File: src/rtl/joypad_ctrl.sv
// joypad_ctrl: polls an NES-style serial pad and exposes buttons through a $4016-style strobe/shift register.
// Optional JOYPAD_DEBOUNCE_EN requires two identical consecutive polls before buttons change.
module joypad_ctrl #(
    parameter int CLK_DIV     = 150,
    parameter int POLL_CYCLES = 833333
) (
    input  logic       clk,
    input  logic       rst,
    output logic       pad_latch,
    output logic       pad_clk,
    input  logic       pad_data,
    output logic [7:0] buttons,
    output logic       buttons_valid,
    input  logic       cpu_sel,
    input  logic       cpu_rd,
    input  logic       cpu_wr,
    input  logic       cpu_wdata,
    output logic       cpu_rdata
);
    localparam int PW = $clog2(POLL_CYCLES);
    localparam int TW = $clog2(2 * CLK_DIV);
    localparam logic [TW-1:0] LAST_LATCH = TW'(2 * CLK_DIV - 1);
    localparam logic [TW-1:0] LAST_HALF  = TW'(CLK_DIV - 1);

    typedef enum logic [2:0] {IDLE, LATCH, CLKH, CLKL, DONE} state_t;

    state_t        state;
    logic [1:0]    sync;
    logic          d_s;
    logic [PW-1:0] cnt;
    logic          wrap;
    logic [TW-1:0] tmr;
    logic [2:0]    idx;
    logic [7:0]    raw;
    logic          strobe;
    logic [7:0]    shift;
    logic          wr;
    logic          rd;
`ifdef JOYPAD_DEBOUNCE_EN
    logic [7:0]    cand;
`endif

    assign d_s       = ~sync[1];
    assign wrap      = cnt == PW'(POLL_CYCLES - 1);
    assign wr        = cpu_sel & cpu_wr;
    assign rd        = cpu_sel & cpu_rd;
    assign cpu_rdata = strobe ? buttons[0] : shift[0];

    // Idle pad line is high (not pressed), so the synchronizer resets to 1s.
    always_ff @(posedge clk or posedge rst) begin
        if (rst) begin
            sync <= 2'b11;
            cnt  <= '0;
        end else begin
            sync <= {sync[0], pad_data};
            cnt  <= wrap ? '0 : cnt + PW'(1);
        end
    end

    always_ff @(posedge clk or posedge rst) begin
        if (rst) begin
            state         <= IDLE;
            tmr           <= '0;
            idx           <= '0;
            raw           <= '0;
            pad_latch     <= 1'b0;
            pad_clk       <= 1'b0;
            buttons       <= '0;
            buttons_valid <= 1'b0;
`ifdef JOYPAD_DEBOUNCE_EN
            cand          <= '0;
`endif
        end else begin
            buttons_valid <= 1'b0;
            case (state)
                IDLE: if (wrap) begin
                    state     <= LATCH;
                    pad_latch <= 1'b1;
                    tmr       <= '0;
                end
                LATCH: if (tmr == LAST_LATCH) begin
                    raw[0]    <= d_s;
                    idx       <= 3'd1;
                    tmr       <= '0;
                    pad_latch <= 1'b0;
                    pad_clk   <= 1'b1;
                    state     <= CLKH;
                end else tmr <= tmr + TW'(1);
                CLKH: if (tmr == LAST_HALF) begin
                    tmr     <= '0;
                    pad_clk <= 1'b0;
                    state   <= CLKL;
                end else tmr <= tmr + TW'(1);
                CLKL: if (tmr == LAST_HALF) begin
                    raw[idx] <= d_s;
                    tmr      <= '0;
                    if (idx == 3'd7) state <= DONE;
                    else begin
                        idx     <= idx + 3'd1;
                        pad_clk <= 1'b1;
                        state   <= CLKH;
                    end
                end else tmr <= tmr + TW'(1);
                DONE: begin
`ifdef JOYPAD_DEBOUNCE_EN
                    if (raw == cand) buttons <= raw;
                    else cand <= raw;
`else
                    buttons <= raw;
`endif
                    buttons_valid <= 1'b1;
                    state         <= IDLE;
                end
                default: state <= IDLE;
            endcase
        end
    end

    // A write wins over a simultaneous read: the read still sees the old bit but does not shift.
    always_ff @(posedge clk or posedge rst) begin
        if (rst) begin
            strobe <= 1'b0;
            shift  <= '0;
        end else begin
            if (wr) strobe <= cpu_wdata;
            if (strobe) shift <= buttons;
            else if (rd && !wr) shift <= {1'b1, shift[7:1]};
        end
    end
endmodule
File: config.mk
export PLATFORM = sky130hd
export DESIGN_NAME = joypad_ctrl
export DESIGN_NICKNAME = d
export VERILOG_FILES = /design/src/rtl/joypad_ctrl.sv
export SDC_FILE = /design/constraint.sdc
export NUM_CORES = 1
export LEC_CHECK = 0
export ABC_AREA = 1
export CAP_MARGIN = 20
export CORE_UTILIZATION = 46
export CTS_CLUSTER_SIZE = 30
export DETAILED_ROUTE_END_ITERATION = 12
export GPL_TIMING_DRIVEN = 0
export PLACE_DENSITY = 0.7
export RECOVER_POWER = 100
export REMOVE_ABC_BUFFERS = 1
export SYNTH_ARGS = -nofsm -noshare
export SYNTH_HDL_FRONTEND = slang
export SYNTH_SLANG_ARGS = --single-unit
File: constraint.sdc
create_clock -name clk -period 4.2 [get_ports clk]
set_input_delay 0.84 -clock clk [delete_from_list [all_inputs] [get_ports clk]]
set_output_delay 0.84 -clock clk [all_outputs]
set_load 0.005 [all_outputs]
# Word level (Yosys, flattened, before mapping)
# Cells that the tools add are included.
totals:
  register_bits: 65
  latch_bits: 0
  ramBits: 0
  rom_bits: 0
  out_inout_bits: 12
  mem_count: 0
classes:
  n_addsub: 3
  multipliers: 0
  n_div: 0
  n_lt_le_gt_ge: 2
  n_eq_ne: 13
  n_shift: 0
  mux: 33
  bitwise_logic: 3
  n_reduce_logical: 17
op_table:
  columns: ["operator", "count"]
  rows:
  - ["2-to-1 mux 9 bit", 3]
  - ["one-hot mux 9 bit (3 select lines)", 1]
  - ["2-to-1 mux 3 bit", 8]
  - ["adder 20 x 1 -> 20 bit, second input constant", 1]
  - ["== test 20 bit, second input constant", 1]
  - ["2-to-1 mux 20 bit", 1]
  - ["2-to-1 mux 8 bit", 2]
  - ["one-hot mux 3 bit (4 select lines)", 1]
  - ["2-to-1 mux 1 bit", 11]
  - ["inequality test 2 bit, second input constant", 5]
  - ["adder 9 x 1 -> 9 bit, second input constant", 1]
  - ["== test 9 x 8 -> 1 bit, second input constant", 1]
  - ["== test 9 bit, second input constant", 1]
  - ["bitwise mux 8 bit", 1]
  - ["AND reduction 4 bit", 2]
  - ["== test 3 x 2 -> 1 bit, second input constant", 2]
  - ["== test 3 bit, second input constant", 2]
  - ["one-hot mux 3 bit (2 select lines)", 1]
  - ["AND reduction 3 bit", 2]
  - ["nonzero test 2 bit", 3]
  - ["nonzero test 3 bit", 2]
  - ["AND reduction 5 bit", 1]
  - ["less-than comparator 3 x 4 -> 1 bit, second input constant", 1]
  - ["one-hot mux 1 bit (2 select lines)", 2]
  - ["other kinds (12)", 15]

# Longest topological paths before layout
depth:
  ltp_word: 7
  ltp_mapped: 11
  ltp_nobuf: 11

# Worst setup path after synthesis
# Ideal clock, no wire load.
synth_timing:
  path_kind: "register to output"
  startpoint: "reg strobe"
  endpoint: "out cpu_rdata"
  arrival_time_ns: 0.725
  slack_ns: 2.635
  path_stages_with_launch: 4
  path_buffers: 0
  path_cell_list: "dfrtp_1 > inv_1 > nand2_1 > nand2_1"
synth_between:
  elab_chain_cells: 1
synth_rtl:
  columns: ["item", "line_no", "rtl"]
  rows:
  - ["start, declared", "35", "logic strobe;"]
  - ["start signal, assigned", "125", "if (wr) strobe <= cpu_wdata;"]
  - ["2-to-1 mux 1 bit", "47", "assign cpu_rdata = strobe ? buttons[0] : shift[0];"]
  - ["end, declared", "18", "output logic cpu_rdata"]
# Every way passes these cells.

# Worst setup path in the final report
# Ends and elaborated chain as after synthesis.

==> summary.txt <==
Run
  • Max cap viols: 0

Pwr
  • LEAKAGE: 2.07 nW
  • Pwr/cell area: 302 mW/mm^2
  • Peak VDD IR: 173 uV

Place
  • Placed cell area: 0.00375 sq mm
  • Placed instance count: 578
  • IO Port Bufs: 18
  • DP Worst Slack: 2.05 ns
  • Post-DP HPWL: 4900 microns
  • GP Congestion: 0.869

Floorplan
  • Initial Utilization: 0.475
  • Die Span Y: 88.3 microns
  • Core Area: 0.00721 sq mm
  • Die W: 88.3 microns
  • Std-Cell Rows: 31
  • Top-Level Pins: 19
  • Die footprint: 0.00780 sq mm

Clocking
  • Post_cts resized: 0
  • H-tree Lvls: 3
  • Worst-Skew Late Latency: 0.34 ns
  • Hold Buf Count CTS: 0
  • Reg clk slew, reported paths: 0.08 ns
  • CTS sink count: 65
  • Maximum root-to-sink buffer count: 2
  • Total CTS buffers: 9
  • Setup Fix Bufs, Post-CTS: 0
  • CTS Root Cell: clkbuf_8
  • CTS tree: yes

Timing
  • Final min period: 2.57 ns
  • Relative slew slack: 0.417
  • Fin. Hold Viols: 0
  • Final Cycle Share: 0.612
  • Final setup viols: 0
  • Setup ws final: 1.63 ns
  • Slew @ Worst Pin: 0.873 ns
  • Max Fclk: 389 MHz
  • RSZ-0062 raised after global routing: no
  • Max Slew Vio Count: 0
  • Clock Skew: 0.0106 ns
  • Setup TNS: 0 ns

Setup path
  • Worst setup path category: flop to output pin
  • Cell mode on critical path: nand2_1
  • CP Data Arrival Time: 1.73 ns
  • CP Buf/Inv Count: 2
  • Worst Setup Start Kind: flop
  • Worst-path cell chain: inv_1 -> nand2_1 -> nand2_1 -> dlygate4sd3_1
  • Slowest stage cell, crit path: dlygate4sd3_1
  • Slowest stage delay, CP: 0.55 ns
  • Req. time, crit path: 3.36 ns
  • Delay-heaviest family, CP: buffers and inverters
  • Worst Path Max Fanout: 8
  • CP Capture Type: output pin

Logic synthesis
  • Top cell type's share of synthesized area: 0.460
  • Yosys warnings: 0
  • Synth top cells by count: nand2_1 (156), inv_1 (71), dfrtp_1 (63), nor2_1 (54), nand3_1 (36)
  • Synthesized flop and latch total: 65
  • Top_reg_cell synth: dfrtp_1
  • Synth unique cells: 28
  • Synth async-reset ratio: 1.00
  • Area contributors post-synth: dfrtp_1 (46%), nand2_1 (17%), inv_1 (7.8%)
  • Number of flops mapped to enable cells by yosys: 0
  • Syn Area/Cell: 7.45 sq um
  • Yosys top cell by area: dfrtp_1
  • Mapped Area: 0.00343 sq mm
  • Post-Synthesis Cells: 460
  • Most common cell in the netlist: nand2_1
  • Sequential area share after synthesis: 0.475

Finish
  • Layout cell share with drive strength beyond 1: 0.0485
  • Fillers: 713
  • Inserted Diodes: 0
  • Cell area after layout: 0.00390 sq mm
  • Fin util: 0.541
  • Synthesis-to-finish area growth: 13.9%
  • Nets@finish: 503
  • Cell Count, Final, Fillers Out: 594

Detailed routing
  • Vias per cell: 4.77
  • Remaining DRCs: 0
  • Vias: 2831
  • DR pass1 iterations: 4
  • Post-route ant nets: 0
  • Final wirelength: 6540 microns
  • Routed len/inst: 11.0 microns
  • Initial DRC count: 116

Global routing
  • Vias in the first global route: 2579
  • Total grt overflow: 0
  • Largest net degree at the start of global routing: 45
  • Initial antenna violation count: 0
  • First-pass GRT wire length: 11300 microns
  • GRT Total Usage: 0.189

Worst hold path
  • HP Class: flop to flop

Status
  • Outcome: finished clean
==> layer usage <==
metal / vias to the layer above / wire, microns / GRT usage
met1: 1306 / 3210 / 0.247
met4: 0 / 21 / 0.0484
met3: 2 / 197 / 0.0532
met5: - / 0 / 0
met2: 30 / 3110 / 0.308
li1: 1493 / - / -
==> kinds of logic (layout without fill, tap and decap cells) <==
logic type               Yosys count  after routing  synth area share
flip-flops                        65             65             0.475
adder cells (fa/ha/maj)            6              6            0.0219
XOR/XNOR                          12             12            0.0307
AO/OA/AOI/OAI                     27             27            0.0496
buffers and inverters             74            109            0.0810
AND/OR/NAND/NOR                  276            276             0.342
==> power breakdown <==
group	total [mW]	switching (mW)	internal, mW
logic	0.0307	0.0216	0.00910
clock network	0.516	0.242	0.274
registers	0.634	0.00348	0.630
==> registers in the layout, summed over array words and instances, names as in the netlist, 2 cells and up <==
register / count
shift: 8
raw: 8
state: 3
cnt: 20
buttons: 8
sync: 2
idx: 3
tmr: 9
==> metrics by stage <==
stage	power [mW]	hold WS (ns)
floorplan	0.664	0.345
global placement	0.676	0.350
detailed placement	0.678	0.347
CTS	1.20	0.363
global route	1.23	0.365
finish	1.18	0.363
==> placed cells by master (no fill, tap or decap), types with 3 or more instances in the layout <==
master,Yosys,routed
nand3_1,36,38
clkbuf_8,0,9
o211ai_1,4,4
o21ai_0,6,11
ha_1,6,6
dfrtp_1,63,63
clkinv_4,0,3
xor2_1,11,11
nand4_1,6,6
inv_1,71,73
dlygate4sd3_1,0,15
o221ai_1,4,4
nor3_1,10,11
nor2_1,54,57
a21oi_1,5,5
clkinv_2,0,3
nand2_1,156,159
clkdlybuf4s50_1,0,3
==> final timing paths <==
kind,start,to,slack (ns),cells past startpoint
worst max-delay path,strobe,cpu_rdata,1.63,4
worst min-delay path,sync[0],sync[1],0.36,0
worst max register to register,cnt[0],tmr[5],2.16,11
worst min register to register,sync[0],sync[1],0.36,0
max in group asynchronous,rst,sync[0],2.29,3
min in group asynchronous,rst,cnt[15],1.12,2
==> final cells by class <==
class	count	area (sq um)	area share
clock buffers	9	124	0.0317
inverters	74	278	0.0712
well taps	99	124	0.0317
clock inverters	7	71.3	0.0183
multi-input cells	321	1480	0.379
repair buffers	19	200	0.0513
flip-flops and latches	65	1630	0.417
==> worst reg2reg max path, delay by kind of cell, from the launching register on <==
kind / cells / cell delay (ns)
DFF: 1 / 0.40
buffers and inverters: 2 / 0.14
adders and majority gates: 1 / 0.19
and+or+nand+nor: 8 / 1.21
Power figures use the tool's default switching activity.
